==> src/rtl/alu_pipe_pkg.sv <==
`default_nettype none
// ============================================================================
//  Module      : alu_pipe_pkg
//  Description : Shared constants for the ALU EX->WB pipeline. Holds the
//                default field widths and the payload bit-packing (field
//                offsets and total payload width).
//  Revision    : 1.0 - initial release
// ============================================================================
package alu_pipe_pkg;

    // Default field widths
    localparam int DEF_WFID_W      = 6;
    localparam int DEF_PC_W        = 32;
    localparam int DEF_VGPR_ADDR_W = 10;
    localparam int DEF_SGPR_ADDR_W = 9;

    // Single-bit flags packed at the top of the payload
    localparam int FLG_DONE    = 0;
    localparam int FLG_VGPR_WE = 1;
    localparam int FLG_SGPR_WE = 2;
    localparam int FLG_VCC_WE  = 3;
    localparam int FLAGS_W     = 4;

    // Payload layout, LSB first: wfid | pc | vgpr | sgpr | flags.
    // wfid sits at bit 0 so the flush compare always reads a fixed slice.
    localparam int OFF_WFID = 0;

    function automatic int pl_off_pc(input int wfid_w);
        return wfid_w;
    endfunction

    function automatic int pl_off_vgpr(input int wfid_w, input int pc_w);
        return wfid_w + pc_w;
    endfunction

    function automatic int pl_off_sgpr(input int wfid_w, input int pc_w,
                                       input int vgpr_w);
        return wfid_w + pc_w + vgpr_w;
    endfunction

    function automatic int pl_off_flags(input int wfid_w, input int pc_w,
                                        input int vgpr_w, input int sgpr_w);
        return wfid_w + pc_w + vgpr_w + sgpr_w;
    endfunction

    function automatic int payload_width(input int wfid_w, input int pc_w,
                                         input int vgpr_w, input int sgpr_w);
        return pl_off_flags(wfid_w, pc_w, vgpr_w, sgpr_w) + FLAGS_W;
    endfunction

    localparam int DEF_PAYLOAD_W = payload_width(DEF_WFID_W, DEF_PC_W,
                                                 DEF_VGPR_ADDR_W, DEF_SGPR_ADDR_W);

endpackage : alu_pipe_pkg
`default_nettype wire

==> src/rtl/alu_pipe_stage.sv <==
`default_nettype none
// ============================================================================
//  Module      : alu_pipe_stage
//  Description : One elastic slot of the EX->WB pipeline. Loads from upstream
//                whenever it is empty or its own entry moves on, otherwise
//                holds. A flush hit clears the held entry at the edge and
//                hides it from downstream in the same cycle.
//  Revision    : 1.0 - initial release
// ============================================================================
module alu_pipe_stage
    import alu_pipe_pkg::*;
#(
    parameter int PAYLOAD_W = DEF_PAYLOAD_W
) (
    input  logic                 clk,
    input  logic                 rst,           // asynchronous, active low
    input  logic                 valid_i,       // upstream entry (already flush-masked)
    input  logic [PAYLOAD_W-1:0] payload_i,
    input  logic                 dn_advance_i,  // downstream takes an entry this cycle
    input  logic                 flush_hit_i,   // held entry matches the flushed wfid
    output logic                 valid_o,       // raw slot valid
    output logic                 live_o,        // valid and not being flushed
    output logic [PAYLOAD_W-1:0] payload_o,
    output logic                 advance_o      // slot loads from upstream this cycle
);

    logic                 valid_q;
    logic                 valid_d;
    logic [PAYLOAD_W-1:0] payload_q;
    logic [PAYLOAD_W-1:0] payload_d;

    // An empty slot always accepts; a full one only if its entry moves on.
    assign advance_o = ~valid_q | dn_advance_i;
    assign live_o    = valid_q & ~flush_hit_i;
    assign valid_o   = valid_q;
    assign payload_o = payload_q;

    // Next state: take upstream on advance, otherwise keep the (flush-masked) entry.
    always_comb begin
        valid_d   = live_o;
        payload_d = payload_q;
        if (advance_o) begin
            valid_d = valid_i;
            if (valid_i) begin
                payload_d = payload_i;
            end
        end
    end

    // Slot registers; payload only changes when a live entry is loaded.
    always_ff @(posedge clk or negedge rst) begin
        if (!rst) begin
            valid_q   <= 1'b0;
            payload_q <= '0;
        end else begin
            valid_q   <= valid_d;
            payload_q <= payload_d;
        end
    end

endmodule : alu_pipe_stage
`default_nettype wire

==> src/rtl/alu_ex_wb_pipe.sv <==
`default_nettype none
// ============================================================================
//  Module      : alu_ex_wb_pipe
//  Description : Parametrised elastic EX->WB pipeline for the ALU writeback
//                bundle with valid/ready backpressure, per-wavefront flush
//                and occupancy reporting.
//                Optional macro ALU_EX_WB_PIPE_STALL_CNT_EN adds a 16-bit
//                saturating output-stall counter on port stall_cnt.
//  Revision    : 1.0 - initial release
// ============================================================================
module alu_ex_wb_pipe
    import alu_pipe_pkg::*;
#(
    parameter int STAGES      = 2,
    parameter int WFID_W      = DEF_WFID_W,
    parameter int PC_W        = DEF_PC_W,
    parameter int VGPR_ADDR_W = DEF_VGPR_ADDR_W,
    parameter int SGPR_ADDR_W = DEF_SGPR_ADDR_W
) (
    input  logic                         clk,
    input  logic                         rst,               // asynchronous, active low
    input  logic                         in_valid,
    output logic                         in_ready,
    input  logic [WFID_W-1:0]            in_wfid,
    input  logic [PC_W-1:0]              in_instr_pc,
    input  logic [VGPR_ADDR_W-1:0]       in_vgpr_dest_addr,
    input  logic [SGPR_ADDR_W-1:0]       in_sgpr_dest_addr,
    input  logic                         in_instr_done,
    input  logic                         in_vgpr_wr_en,
    input  logic                         in_sgpr_wr_en,
    input  logic                         in_vcc_wr_en,
    input  logic                         flush_en,
    input  logic [WFID_W-1:0]            flush_wfid,
    output logic                         out_valid,
    input  logic                         out_ready,
    output logic [WFID_W-1:0]            out_wfid,
    output logic [PC_W-1:0]              out_instr_pc,
    output logic [VGPR_ADDR_W-1:0]       out_vgpr_dest_addr,
    output logic [SGPR_ADDR_W-1:0]       out_sgpr_dest_addr,
    output logic                         out_instr_done,
    output logic                         out_vgpr_dest_wr_en,
    output logic                         out_sgpr_dest_wr_en,
    output logic                         out_vcc_wr_en,
    output logic [$clog2(STAGES+1)-1:0]  occupancy
`ifdef ALU_EX_WB_PIPE_STALL_CNT_EN
    ,
    output logic [15:0]                  stall_cnt
`endif
);

    localparam int OCC_W     = $clog2(STAGES + 1);
    localparam int OFF_PC    = pl_off_pc(WFID_W);
    localparam int OFF_VGPR  = pl_off_vgpr(WFID_W, PC_W);
    localparam int OFF_SGPR  = pl_off_sgpr(WFID_W, PC_W, VGPR_ADDR_W);
    localparam int OFF_FLAGS = pl_off_flags(WFID_W, PC_W, VGPR_ADDR_W, SGPR_ADDR_W);
    localparam int PAYLOAD_W = payload_width(WFID_W, PC_W, VGPR_ADDR_W, SGPR_ADDR_W);

    if (STAGES < 1) begin : g_stages_check
        $error("alu_ex_wb_pipe: STAGES must be >= 1");
    end

    logic [PAYLOAD_W-1:0] w_in_payload;
    logic                 w_in_hit;
    logic [STAGES-1:0]    w_slot_valid;
    logic [STAGES-1:0]    w_slot_live;
    logic [STAGES-1:0]    w_slot_adv;
    logic [STAGES-1:0]    w_slot_hit;
    logic [STAGES-1:0]    w_slot_vin;
    logic [STAGES-1:0]    w_slot_dn_adv;
    logic [PAYLOAD_W-1:0] w_slot_pin [STAGES];
    logic [PAYLOAD_W-1:0] w_slot_pl  [STAGES];
    logic [PAYLOAD_W-1:0] w_last_pl;
    logic [OCC_W-1:0]     w_occ;

    assign w_in_payload = {in_vcc_wr_en, in_sgpr_wr_en, in_vgpr_wr_en, in_instr_done,
                           in_sgpr_dest_addr, in_vgpr_dest_addr, in_instr_pc, in_wfid};

    // A flushed wavefront arriving this cycle is accepted but never written valid.
    assign w_in_hit = flush_en & (in_wfid == flush_wfid);

    for (genvar i = 0; i < STAGES; i++) begin : g_slot
        if (i == 0) begin : g_head
            assign w_slot_vin[i] = in_valid & ~w_in_hit;
            assign w_slot_pin[i] = w_in_payload;
        end else begin : g_body
            assign w_slot_vin[i] = w_slot_live[i-1];
            assign w_slot_pin[i] = w_slot_pl[i-1];
        end

        if (i == STAGES - 1) begin : g_tail
            assign w_slot_dn_adv[i] = out_ready;
        end else begin : g_mid
            assign w_slot_dn_adv[i] = w_slot_adv[i+1];
        end

        assign w_slot_hit[i] = flush_en & (w_slot_pl[i][OFF_WFID +: WFID_W] == flush_wfid);

        alu_pipe_stage #(
            .PAYLOAD_W (PAYLOAD_W)
        ) u_stage (
            .clk          (clk),
            .rst          (rst),
            .valid_i      (w_slot_vin[i]),
            .payload_i    (w_slot_pin[i]),
            .dn_advance_i (w_slot_dn_adv[i]),
            .flush_hit_i  (w_slot_hit[i]),
            .valid_o      (w_slot_valid[i]),
            .live_o       (w_slot_live[i]),
            .payload_o    (w_slot_pl[i]),
            .advance_o    (w_slot_adv[i])
        );
    end

    // Handshake: the ready chain runs combinationally from out_ready to slot 0.
    assign in_ready  = w_slot_adv[0];
    assign out_valid = w_slot_live[STAGES-1];
    assign w_last_pl = w_slot_pl[STAGES-1];

    assign out_wfid            = w_last_pl[OFF_WFID +: WFID_W];
    assign out_instr_pc        = w_last_pl[OFF_PC   +: PC_W];
    assign out_vgpr_dest_addr  = w_last_pl[OFF_VGPR +: VGPR_ADDR_W];
    assign out_sgpr_dest_addr  = w_last_pl[OFF_SGPR +: SGPR_ADDR_W];
    assign out_instr_done      = w_last_pl[OFF_FLAGS + FLG_DONE]    & out_valid;
    assign out_vgpr_dest_wr_en = w_last_pl[OFF_FLAGS + FLG_VGPR_WE] & out_valid;
    assign out_sgpr_dest_wr_en = w_last_pl[OFF_FLAGS + FLG_SGPR_WE] & out_valid;
    assign out_vcc_wr_en       = w_last_pl[OFF_FLAGS + FLG_VCC_WE]  & out_valid;

    // Occupancy is the popcount of the registered slot valids (current state).
    always_comb begin
        w_occ = '0;
        for (int i = 0; i < STAGES; i++) begin
            w_occ = w_occ + OCC_W'(w_slot_valid[i]);
        end
    end

    assign occupancy = w_occ;

`ifdef ALU_EX_WB_PIPE_STALL_CNT_EN
    logic [15:0] stall_cnt_q;

    // Count cycles where WB holds off a valid bundle; saturates, cleared only by reset.
    always_ff @(posedge clk or negedge rst) begin
        if (!rst) begin
            stall_cnt_q <= '0;
        end else if (out_valid && !out_ready && (stall_cnt_q != 16'hFFFF)) begin
            stall_cnt_q <= stall_cnt_q + 16'd1;
        end
    end

    assign stall_cnt = stall_cnt_q;
`endif

endmodule : alu_ex_wb_pipe
`default_nettype wire

==> config.mk <==
export PLATFORM = sky130hd
export DESIGN_NAME = alu_ex_wb_pipe
export DESIGN_NICKNAME = d
export VERILOG_FILES = /design/src/rtl/alu_pipe_pkg.sv /design/src/rtl/alu_pipe_stage.sv /design/src/rtl/alu_ex_wb_pipe.sv
export SDC_FILE = /design/constraint.sdc
export NUM_CORES = 1
export LEC_CHECK = 0
export CAP_MARGIN = 20
export CORE_MARGIN = 3
export CORE_UTILIZATION = 30
export DETAILED_ROUTE_END_ITERATION = 10
export GPL_TIMING_DRIVEN = 0
export PLACE_DENSITY = 0.52
export SLEW_MARGIN = 20
export SYNTH_ARGS = -nofsm -noshare
export SYNTH_HDL_FRONTEND = slang
export SYNTH_HIERARCHICAL = 1
export SYNTH_SLANG_ARGS = --single-unit
==> constraint.sdc <==
create_clock -name clk -period 2.4 [get_ports clk]
set_input_delay 0.36 -clock clk [delete_from_list [all_inputs] [get_ports clk]]
set_output_delay 0.36 -clock clk [all_outputs]
set_load 0.005 [all_outputs]
==> run metrics <==
Register-to-Register Path Depth 7; Area Growth Syn to Fin 42.8%; clock power share 30.2%; DR pass1 iterations 3; cells after synthesis between 200 and 300; clk sink count 124; Routed met2 length roughly 5.2 mm; CTS buffer count 17; register share of total power 37.8%; CP cell instances clkdlybuf4s50_1 > xor2_1 > nor4_4 > nor2b_2 > and2_1 > dlygate4sd2_1; Warnings, synthesis 6; Final Setup Violations 0; status finished clean; DR DRC count 0; chip height between 100 and 150 µm; RR Endpoint g_slot[1].u_stage/payload_o[24]$_DFFE_PN0P_; CTS Buffer Depth 2; initial antenna violation count 0; die width around 140 µm; critical path type in -> out; Hold Crit Class in -> async; Int Pwr 6.18 mW; TNS Setup 0 ns; switching power 2.04 mW; Worst setup SP type input pin; CTS clk-pin slew, worst paths 0.05 ns; Diodes inserted 0; Max Cap Violations 0; total wire length around 11 mm; I/O pin cnt ~140; vias in the first global route 3397; Final Critical Period 2.25 ns; WL met3 649 µm; Register Area 0.00310 mm²; Worst VDD drop 0.000491 V; Yosys top cell area share 57.8%; unrepaired setup endpoints after global routing no; CTS tree done; Worst Skew 0.00878 ns; share of cells above drive strength 1 37.7%; Buffers on Ports 136; critical path arrival 1.89 ns; Multi-input gate area roughly 0.0021 mm²; M1 wire length between 5 and 6 mm; Worst setup EP type primary output; DP HPWL ~7.6 mm; post-route ant nets 0; Place WS -0.347 ns; largest net degree at the start of global routing 67; P_leak between 3 and 4 nW; R2R setup slack 0.41 ns; Final Instance Count excl. Fillers 694; total power between 8 and 9 mW; Worst-Skew Late Latency 0.41 ns; final count of hold timing violations 0; Core ar. 0.0174 mm²; Slew Viols, Final 0; Slowest cell on crit path clkdlybuf4s50_1; Netlist cell types 15; GRT Util Overall about an eighth; routability cong. 0.712; Crit path largest cell delay 0.48 ns; CP Max Fanout 4; htree depth 4; slew margin rel. between 60% and 70%; Setup WS post-layout 0.154 ns; vias per cell 4.23; Root Buffer clkbuf_16; mean post-synth cell area 18.2 µm²; DIE AREA between 0.015 and 0.02 mm²; GR Overflow Total 0; reg-to-reg startpoint g_slot[0].u_stage/payload_o[0]$_DFFE_PN0P_; Pwr Density between 1000 and 1500 mW/mm²; Highest Signal Layer met4; top cells by area, synth dfrtp_1 58%, mux2_4 33%, buf_6 2.5%, xnor2_1 1.5%, xor2_1 1.5%; first-pass GRT wire length 19.0 mm; fill count around 1600; Mapped Nets between 300 and 400; Initial Util between 30% and 40%; row count 48; Yosys top cell by area dfrtp_1; Seq/Total Area, Yosys roughly 58%; Post-Place Cells between 600 and 700; cell family with most CP delay buffers and inverters; Starting DRT DRC Count 79; final core occ roughly 44%; DR vias 2938; Yosys reg bits about 120; Final Net Count 529; Bufs and invs on worst path 2; final cycle utilization of the critical path 93.6%; Worst EP required slightly above 2 ns; Switching Fraction 24.8%; Netlist Area Pre-Place 0.00537 mm²; Worst-Margin Slew between 0.4 and 0.5 ns; Achievable Freq 0.445 GHz; Comb pwr share about a third; per-cell routed wire length 16.3 µm
-- worst reg2reg max path: cells and delay by family (launching register included) --
kind                      cells  cell delay, ns
muxes                         1            0.32
and+or+nand+nor               4            0.77
DFF                           1            0.40
xor gates and xnor gates      1            0.16
buffers and inverters         1            0.21
-- kinds of logic after synthesis --
kind of cell,Yosys count,share of synthesized area [%]
AO/OA/AOI/OAI,3,0.396
multiplexers,122,33.9
flip-flops,124,57.8
XOR/XNOR,18,2.94
adder cells (fa/ha/maj),1,0.233
AND/OR/NAND/NOR,15,2.22
buffers and inverters,12,2.52
-- how the worst max path moves through the flow --
stage,from,to,cells past startpoint
after floorplan,in_wfid[1],g_slot[0].u_stage/payload_o[0]$_DFFE_PN0P_,5
after global placement,rst,g_slot[0].u_stage/payload_o[60]$_DFFE_PN0P_,1
after detailed placement,flush_wfid[3],out_vcc_wr_en,7
after CTS,g_slot[1].u_stage/payload_o[3]$_DFFE_PN0P_,out_vcc_wr_en,7
after global routing,g_slot[1].u_stage/payload_o[3]$_DFFE_PN0P_,out_instr_done,6
final,flush_wfid[5],out_instr_done,6
-- layer usage --
layer	up-vias	track usage, %
li1	1364	-
met1	1477	16.6
met2	83	18.3
met3	14	4.19
met4	0	5.05
met5	-	0
-- power groups by stage --
| stage | logic (mW) | clock network, mW | registers, mW |
|---|---|---|---|
| detailed placement | 2.63 | 0 | 3.14 |
| floorplan | 1.30 | 0 | 3.10 |
| global placement | 2.61 | 0 | 3.13 |
| global route | 2.81 | 2.67 | 3.21 |
| finish | 2.63 | 2.48 | 3.11 |
| CTS | 2.69 | 2.57 | 3.12 |
-- placed cells by master (no fill, tap or decap) --
| master | instances |
|---|---|
| xnor2_1 | 9 |
| nor2b_1 | 1 |
| ha_1 | 1 |
| mux2_2 | 4 |
| clkbuf_1 | 2 |
| o21ai_0 | 2 |
| and2_1 | 4 |
| nor2b_2 | 1 |
| dfrtp_1 | 124 |
| nor4_4 | 1 |
| clkinv_4 | 3 |
| nand2b_4 | 2 |
| buf_16 | 1 |
| clkdlybuf4s50_1 | 127 |
| buf_8 | 1 |
| nand2_4 | 2 |
| o41a_1 | 1 |
| clkbuf_2 | 1 |
| nor4_1 | 1 |
| buf_6 | 12 |
| clkinv_2 | 5 |
| clkbuf_8 | 2 |
| clkbuf_16 | 17 |
| buf_4 | 4 |
| dlygate4sd2_1 | 7 |
| xor2_1 | 9 |
| nand4_1 | 3 |
| bufinv_16 | 2 |
| dlygate4sd3_1 | 1 |
| clkinvlp_4 | 1 |
| mux2_4 | 118 |
-- what timing repair did --
action                                  4_1_cts  5_1_grt
endpoints found under the hold margin        58        0
endpoints found under the setup margin        5        5
hold buffers                                  1        0
pin swaps                                     2        2
buffers inserted                              4        0
gates resized for setup                      12        1
-- sequential cells by signal, indices dropped and copies added, names as in the netlist --
| name | count |
|---|---|
| g_slot.u_stage/payload_o | 122 |
| g_slot.u_stage/valid_o | 2 |
-- metrics by stage --
| step | instance area (µm²) | hold WS, ns |
|---|---|---|
| after floorplan | 5370 | 0.0644 |
| after global placement | 7010 | 0.483 |
| after detailed placement | 7040 | 0.322 |
| after CTS | 7670 | 0.474 |
| after global routing | 7660 | 0.501 |
| final | 7660 | 0.458 |
-- synthesized netlist by cell type --
| cell type | instances |
|---|---|
| o21ai_0 | 2 |
| buf_6 | 12 |
| mux2_2 | 4 |
| xor2_1 | 9 |
| xnor2_1 | 9 |
| mux2_4 | 118 |
| nand2b_4 | 2 |
| nand2_4 | 2 |
| nand4_1 | 3 |
| ha_1 | 1 |
| o41a_1 | 1 |
| nor4_1 | 2 |
| and2_1 | 4 |
| nor2b_1 | 2 |
| dfrtp_1 | 124 |
-- layout make-up --
cell class              instances  area share, %
flip-flops and latches        124           40.5
multi-input cells             159           28.0
repair buffers                142           18.5
clock buffers                  21           6.01
well taps                     225           3.67
plain buffers                  12           1.76
clock inverters                11           1.55
No activity file was read; power rests on OpenSTA's default activity.
